File: src/rtl/lcd_pkg.sv
// Shared definitions for the HD44780 string sequencer.
//  - LCD command byte constants used during init and line addressing
//  - State encodings for the top-level sequencer and the byte writer
//  - Helpers to pick an init command and a character out of the 256-bit string
package lcd_pkg;

  localparam logic [7:0] LCD_FUNC_SET_8B_2L = 8'h38;
  localparam logic [7:0] LCD_DISP_ON        = 8'h0C;
  localparam logic [7:0] LCD_ENTRY_INC      = 8'h06;
  localparam logic [7:0] LCD_CLEAR          = 8'h01;
  localparam logic [7:0] LCD_LINE1_ADDR     = 8'h80;
  localparam logic [7:0] LCD_LINE2_ADDR     = 8'hC0;

  typedef enum logic [2:0] {
    ST_PWRUP,
    ST_INIT,
    ST_IDLE,
    ST_LINE1_ADDR,
    ST_LINE1_CHARS,
    ST_LINE2_ADDR,
    ST_LINE2_CHARS,
    ST_FINISH
  } seq_state_e;

  typedef enum logic [1:0] {
    WR_IDLE,
    WR_SETUP,
    WR_PULSE,
    WR_HOLD
  } wr_state_e;

  // Init sequence in transmit order.
  function automatic logic [7:0] init_cmd(input logic [1:0] idx);
    logic [7:0] cmd;
    unique case (idx)
      2'd0: cmd = LCD_FUNC_SET_8B_2L;
      2'd1: cmd = LCD_DISP_ON;
      2'd2: cmd = LCD_ENTRY_INC;
      2'd3: cmd = LCD_CLEAR;
    endcase
    return cmd;
  endfunction

  // pos 0..31: 0 = line 1 column 0 (bits 255:248), 31 = line 2 column 15 (bits 7:0).
  function automatic logic [7:0] char_at(input logic [255:0] str, input logic [4:0] pos);
    logic [255:0] shifted;
    shifted = str << {pos, 3'b000};
    return shifted[255:248];
  endfunction

endpackage

File: src/rtl/lcd_byte_writer.sv
// One HD44780 bus transfer: SETUP (1 cycle, e=0), PULSE (E_PULSE_CYCLES, e=1),
// HOLD (CMD_WAIT_CYCLES or CLEAR_WAIT_CYCLES, e=0). rs/data stay stable for the
// whole transfer and after it until the next one.
// Ports:
//   clk, rst     clock, synchronous active-high reset
//   req          start a transfer; taken when idle or in the final HOLD cycle
//   rs, byte_in  register select and data byte for the transfer
//   long_wait    use CLEAR_WAIT_CYCLES for HOLD instead of CMD_WAIT_CYCLES
//   ack          1-cycle pulse on the last HOLD cycle
//   lcd_e, lcd_rs, lcd_data  LCD bus pins
module lcd_byte_writer
  import lcd_pkg::*;
#(
  parameter int unsigned E_PULSE_CYCLES    = 12,
  parameter int unsigned CMD_WAIT_CYCLES   = 2000,
  parameter int unsigned CLEAR_WAIT_CYCLES = 82000,
  parameter int unsigned CNT_W             = 17
) (
  input  logic       clk,
  input  logic       rst,
  input  logic       req,
  input  logic       rs,
  input  logic [7:0] byte_in,
  input  logic       long_wait,
  output logic       ack,
  output logic       lcd_e,
  output logic       lcd_rs,
  output logic [7:0] lcd_data
);

  localparam logic [CNT_W-1:0] PULSE_LAST = CNT_W'(E_PULSE_CYCLES - 1);
  localparam logic [CNT_W-1:0] SHORT_LAST = CNT_W'(CMD_WAIT_CYCLES - 1);
  localparam logic [CNT_W-1:0] LONG_LAST  = CNT_W'(CLEAR_WAIT_CYCLES - 1);

  wr_state_e        state_q, state_d;
  logic [CNT_W-1:0] cnt_q, cnt_d;
  logic             rs_q, rs_d;
  logic [7:0]       data_q, data_d;
  logic             long_q, long_d;
  logic             hold_done;

  assign hold_done = (state_q == WR_HOLD) &&
                     (cnt_q == (long_q ? LONG_LAST : SHORT_LAST));

  always_comb begin
    state_d = state_q;
    cnt_d   = cnt_q;
    rs_d    = rs_q;
    data_d  = data_q;
    long_d  = long_q;
    ack     = hold_done;

    unique case (state_q)
      WR_IDLE: ;
      WR_SETUP: begin
        state_d = WR_PULSE;
        cnt_d   = '0;
      end
      WR_PULSE: begin
        if (cnt_q == PULSE_LAST) begin
          state_d = WR_HOLD;
          cnt_d   = '0;
        end else begin
          cnt_d = cnt_q + 1'b1;
        end
      end
      WR_HOLD: begin
        if (hold_done) state_d = WR_IDLE;
        else           cnt_d   = cnt_q + 1'b1;
      end
    endcase

    // Accepting in the final HOLD cycle makes the next SETUP follow with no gap.
    if (req && (state_q == WR_IDLE || hold_done)) begin
      state_d = WR_SETUP;
      cnt_d   = '0;
      rs_d    = rs;
      data_d  = byte_in;
      long_d  = long_wait;
    end
  end

  always_ff @(posedge clk) begin
    if (rst) begin
      state_q <= WR_IDLE;
      cnt_q   <= '0;
      rs_q    <= 1'b0;
      data_q  <= '0;
      long_q  <= 1'b0;
    end else begin
      state_q <= state_d;
      cnt_q   <= cnt_d;
      rs_q    <= rs_d;
      data_q  <= data_d;
      long_q  <= long_d;
    end
  end

  assign lcd_e    = (state_q == WR_PULSE);
  assign lcd_rs   = rs_q;
  assign lcd_data = data_q;

endmodule

File: src/rtl/lcd_string_sequencer.sv
// HD44780 2x16 controller: power-up delay, 8-bit init (0x38,0x0C,0x06,0x01),
// then on each accepted start writes 0x80, 16 line-1 chars, 0xC0, 16 line-2
// chars from a string latched at acceptance.
// Ports:
//   clk, rst       clock, synchronous active-high reset
//   start          write request, honoured only while ready=1
//   ascii_string   32 chars, line 1 col 0 in bits [255:248]
//   ready          init complete and no write in progress
//   busy           write in progress
//   done           1-cycle pulse when the write finishes
//   lcd_e, lcd_rs, lcd_rw, lcd_data  LCD bus pins (write only)
module lcd_string_sequencer
  import lcd_pkg::*;
#(
  parameter int unsigned POWERUP_CYCLES    = 750000,
  parameter int unsigned E_PULSE_CYCLES    = 12,
  parameter int unsigned CMD_WAIT_CYCLES   = 2000,
  parameter int unsigned CLEAR_WAIT_CYCLES = 82000
) (
  input  logic         clk,
  input  logic         rst,
  input  logic         start,
  input  logic [255:0] ascii_string,
  output logic         ready,
  output logic         busy,
  output logic         done,
  output logic         lcd_e,
  output logic         lcd_rs,
  output logic         lcd_rw,
  output logic [7:0]   lcd_data
);

  localparam int unsigned MAX_WAIT = (POWERUP_CYCLES > CLEAR_WAIT_CYCLES) ?
                                     POWERUP_CYCLES : CLEAR_WAIT_CYCLES;
  localparam int unsigned CNT_W    = $clog2(MAX_WAIT + 1);
  localparam logic [CNT_W-1:0] PWR_LAST = CNT_W'(POWERUP_CYCLES - 1);

  seq_state_e       state_q, state_d;
  logic [CNT_W-1:0] pwr_cnt_q, pwr_cnt_d;
  logic [3:0]       idx_q, idx_d;
  logic [255:0]     string_q, string_d;

  logic       wr_req, wr_rs, wr_long, wr_ack;
  logic [7:0] wr_byte;

  // Every transition that issues a byte does so in the writer's ack cycle
  // (or while it is idle), so back-to-back bytes have no dead cycle.
  always_comb begin
    state_d   = state_q;
    pwr_cnt_d = pwr_cnt_q;
    idx_d     = idx_q;
    string_d  = string_q;
    wr_req    = 1'b0;
    wr_rs     = 1'b0;
    wr_byte   = '0;
    wr_long   = 1'b0;
    ready     = 1'b0;
    busy      = 1'b0;
    done      = 1'b0;

    unique case (state_q)
      ST_PWRUP: begin
        if (pwr_cnt_q == PWR_LAST) begin
          wr_req  = 1'b1;
          wr_byte = init_cmd(2'd0);
          idx_d   = '0;
          state_d = ST_INIT;
        end else begin
          pwr_cnt_d = pwr_cnt_q + 1'b1;
        end
      end
      ST_INIT: begin
        if (wr_ack) begin
          if (idx_q == 4'd3) begin
            state_d = ST_IDLE;
          end else begin
            idx_d   = idx_q + 4'd1;
            wr_req  = 1'b1;
            wr_byte = init_cmd(idx_d[1:0]);
            wr_long = (idx_d == 4'd3);
          end
        end
      end
      ST_IDLE, ST_FINISH: begin
        ready = 1'b1;
        done  = (state_q == ST_FINISH);
        if (start) begin
          string_d = ascii_string;
          wr_req   = 1'b1;
          wr_byte  = LCD_LINE1_ADDR;
          state_d  = ST_LINE1_ADDR;
        end else begin
          state_d = ST_IDLE;
        end
      end
      ST_LINE1_ADDR: begin
        busy = 1'b1;
        if (wr_ack) begin
          idx_d   = '0;
          wr_req  = 1'b1;
          wr_rs   = 1'b1;
          wr_byte = char_at(string_q, 5'd0);
          state_d = ST_LINE1_CHARS;
        end
      end
      ST_LINE1_CHARS: begin
        busy = 1'b1;
        if (wr_ack) begin
          wr_req = 1'b1;
          if (idx_q == 4'd15) begin
            wr_byte = LCD_LINE2_ADDR;
            state_d = ST_LINE2_ADDR;
          end else begin
            idx_d   = idx_q + 4'd1;
            wr_rs   = 1'b1;
            wr_byte = char_at(string_q, {1'b0, idx_d});
          end
        end
      end
      ST_LINE2_ADDR: begin
        busy = 1'b1;
        if (wr_ack) begin
          idx_d   = '0;
          wr_req  = 1'b1;
          wr_rs   = 1'b1;
          wr_byte = char_at(string_q, 5'd16);
          state_d = ST_LINE2_CHARS;
        end
      end
      ST_LINE2_CHARS: begin
        busy = 1'b1;
        if (wr_ack) begin
          if (idx_q == 4'd15) begin
            state_d = ST_FINISH;
          end else begin
            idx_d   = idx_q + 4'd1;
            wr_req  = 1'b1;
            wr_rs   = 1'b1;
            wr_byte = char_at(string_q, {1'b1, idx_d});
          end
        end
      end
    endcase
  end

  always_ff @(posedge clk) begin
    if (rst) begin
      state_q   <= ST_PWRUP;
      pwr_cnt_q <= '0;
      idx_q     <= '0;
      string_q  <= '0;
    end else begin
      state_q   <= state_d;
      pwr_cnt_q <= pwr_cnt_d;
      idx_q     <= idx_d;
      string_q  <= string_d;
    end
  end

  lcd_byte_writer #(
    .E_PULSE_CYCLES   (E_PULSE_CYCLES),
    .CMD_WAIT_CYCLES  (CMD_WAIT_CYCLES),
    .CLEAR_WAIT_CYCLES(CLEAR_WAIT_CYCLES),
    .CNT_W            (CNT_W)
  ) u_writer (
    .clk      (clk),
    .rst      (rst),
    .req      (wr_req),
    .rs       (wr_rs),
    .byte_in  (wr_byte),
    .long_wait(wr_long),
    .ack      (wr_ack),
    .lcd_e    (lcd_e),
    .lcd_rs   (lcd_rs),
    .lcd_data (lcd_data)
  );

  assign lcd_rw = 1'b0;

endmodule

File: config.mk
export PLATFORM = sky130hd
export DESIGN_NAME = lcd_string_sequencer
export DESIGN_NICKNAME = d
export VERILOG_FILES = /design/src/rtl/lcd_pkg.sv /design/src/rtl/lcd_byte_writer.sv /design/src/rtl/lcd_string_sequencer.sv
export SDC_FILE = /design/constraint.sdc
export NUM_CORES = 1
export LEC_CHECK = 0
export ABC_AREA = 1
export CORE_UTILIZATION = 50
export CTS_CLUSTER_DIAMETER = 40
export DETAILED_ROUTE_END_ITERATION = 8
export GPL_TIMING_DRIVEN = 0
export PLACE_DENSITY = 0.73
export RECOVER_POWER = 50
export REMOVE_ABC_BUFFERS = 1
export SLEW_MARGIN = 10
export SYNTH_ARGS = -nofsm -noshare
export SYNTH_HDL_FRONTEND = slang
export SYNTH_HIERARCHICAL = 1
export SYNTH_SLANG_ARGS = --single-unit
File: constraint.sdc
create_clock -name clk -period 4.5 [get_ports clk]
set_input_delay 0.9 -clock clk [delete_from_list [all_inputs] [get_ports clk]]
set_output_delay 0.9 -clock clk [all_outputs]
set_load 0.1 [all_outputs]
==> out/qor.csv <==
metric,value,unit
status,"finished, violations left",
failing checks,"design-rule violations, max-capacitance violations, max-slew violations",
"EDFF count, synth",0,
first-pass GRT wire length,73700,µm
Worst-Skew Late Latency,550,ps
Power Density,400,nW/µm²
r2r setup slk,360,ps
core area,30800,µm²
dominant cell type by area after synthesis,dfxtp_1,
layout cell share with drive strength beyond 1,5.65,%
H-tree depth,2,
Synth Cell Area,15800,µm²
synth top area cells,"dfxtp_1, a21oi_1, nand2_1, inv_1, o21ai_0",
leakage power,7.53,nW
Synth top area share,40.0,%
die area,32200,µm²
placed cell areas,18700,µm²
worst setup path startpoint,idx_q[0],
met3 WL,2930,µm
"Top FF cell, synth",dfxtp_1,
WP data required,4970,ps
CP Capture Type,flip-flop,
CTS max path bufs,3,
drt wl/cell,15.4,µm
Synth top cells by count,"a21oi_1, nand2_1, inv_1, dfxtp_1, o21ai_0",
CP most frequent cell,nand3_1,
Slew headroom,-5.22,%
CTS Sinks,315,
Post-Layout Inst Area,20200,µm²
Setup CP Type,reg -> reg,
Inserted Clock Buffers,44,
Tot Pwr,8.08,mW
vias per cell,5.32,
MaxCap Viol Count,1,
first-iteration detailed-routing DRC count,1087,
max incr delay on CP,760,ps
YS warnings,6,
Setup Total Neg Slack,0,ps
Yosys reg bits,315,
CP max FO,62,
sequential-to-total area share from yosys stat,40.0,%
Worst-path clk slew,60,ps
Worst Tran Pin Value,1570,ps
worst flop-to-flop path startpoint,idx_q[0],
Critical Path AT,4610,ps
antenna-violating nets left,0,
largest net degree at the start of global routing,154,
Highest Clock Rate,0.241,GHz
IO buf count,271,
routed wl met2,20700,µm
final setup fails,0,
CTS tree,yes,
initial core utilization,51.1,%
end of the critical path,u_writer/lcd_data[1],
Tmin final,4140,ps
async set or reset register ratio after synthesis,0,%
Post-Syn Area per Cell,6.85,µm²
VDD IR max,257,µV
drc violations,15,
DP HPWL,30200,µm
Root Buffer,clkbuf_16,
total grt overflow,0,
RD Place Congestion,0.912,
nets,2748,
max-slew violations,45,
worst r2r dst,u_writer/lcd_data[1],
period utilisation layout,92.0,%
RSZ-0062 raised after global routing,false,
DR pass1 iterations,7,
vias in the first global route,14900,
Vias,15500,
GRT Overall Usage,27.6,%
die height,180,µm
final hold vios,0,
Hold/Removal Path Class,reg -> reg,
Rows,64,
"Cell Chain, Critical Path","buf_16, inv_2, ha_4, inv_2, a21oi_1, o21ai_0, nand3_1, nand3_1, nand2_1, nand2_1, nand3_1, inv_1, nand3_1, nand2_1, nor2_1",
clock skew,23.3,ps
CP startpoint kind,flip-flop,
die width,180,µm
drt total wl,45000,µm
slowest CP cell,ha_4,
initial antenna violation count,9,
Post-Syn Instances,2300,
DRT met1 WL,19900,µm
fill count,2743,
Area growth syn-to-layout,28.0,%
most common cell in the netlist,a21oi_1,
R2R depth,15,
top layer used by detailed routing,met4,
Cell variety after synth,50,
Top-Level Pins,273,
## placed cells by master, fill, tap and decap left out, drive strengths merged, types with 4 or more instances in the layout
master / instances
dlygate4sd3: 10
xnor2: 6
nand4: 10
o21ai: 313
clkdlybuf4s50: 261
bufinv: 4
nand3: 213
a21oi: 369
clkinv: 11
dfxtp: 315
ha: 6
buf: 22
clkinvlp: 4
diode: 6
xor2: 13
nor3: 16
o211ai: 43
clkbuf: 56
inv: 350
nand2: 368
nor2: 102
## per-layer routing
metal  global-route usage, %  vias to the layer above
met2                    45.4                      469
met1                    36.2                     7030
met4                    11.2                        0
met3                    4.54                      103
li1                        -                     7900
met5                       0                        -
## how the worst min path moves through the flow
stage                            start  slack (ps)  cells past startpoint      endpoint
after floorplan            string_q[0]         420                      2   string_q[0]
after global placement    string_q[38]         430                      2  string_q[38]
after detailed placement  string_q[70]         430                      2  string_q[70]
after CTS                 string_q[70]         440                      2  string_q[70]
after global routing      string_q[33]         460                      2  string_q[33]
final                     string_q[57]         440                      2  string_q[57]
## sequential cells by signal, indices dropped and copies added, names as in the netlist
name,flops
string_q,256
pwr_cnt_q,20
u_writer/cnt_q,20
u_writer/lcd_data,8
idx_q,4
state_q,3
u_writer/state_q,2
u_writer/lcd_rs,1
u_writer/long_q,1
## per-stage QoR
step | worst slack (ps) | hold WS, ps | utilization [%] | instances
2_1_floorplan | -9250 | 422 | - | 2143
3_3_place_gp | -15280 | 430 | 58.7 | 2810
3_5_place_dp | 180 | 434 | 60.7 | 2832
4_1_cts | 138 | 443 | 65.4 | 2909
5_1_grt | 60.9 | 456 | 65.4 | 2916
6_report | 359 | 440 | 65.4 | 2916
## critical path: cells and delay by family (launching register included)
kind	cells	cell delay [ps]
and+or+nand+nor	8	890
AOI/OAI and AO/OA	2	310
DFF	1	700
adders and majority gates	1	760
buffers and inverters	4	1330
## report_power, final
part	internal [mW]	total (mW)	switching [mW]	leakage [nW]
Sequential	2.85	2.93	0.0779	2.54
Combinational	0.620	1.69	1.07	4.28
Clock	2.13	3.45	1.32	0.714
## repair_timing
action / 4_1_cts / 5_1_grt
setup buffers: 0 / 1
setup endpoints to repair: 0 / 7
hold buffers: 0 / 0
gates resized for setup: 0 / 1
## cell type report
cell class / instances / area (µm²) / share of cell area, %
diodes: 6 / 15.0 / 0.0744
clock buffers: 55 / 1190 / 5.91
clock inverters: 22 / 284 / 1.41
inverters: 347 / 1310 / 6.49
multi-input cells: 1481 / 7330 / 36.3
flip-flops and latches: 315 / 6310 / 31.3
well taps: 396 / 495 / 2.46
repair buffers: 294 / 3230 / 16.0
## cells by family after synthesis
group,Yosys count,share of synthesized area (%)
compound gates,737,24.5
other cells,1,0.0238
xor+xnor,19,1.25
flops,315,40.0
buf+inv,504,13.8
simple gates,718,20.0
fa+ha+maj,6,0.476
Note: power is estimated with default switching activity, not from simulation.
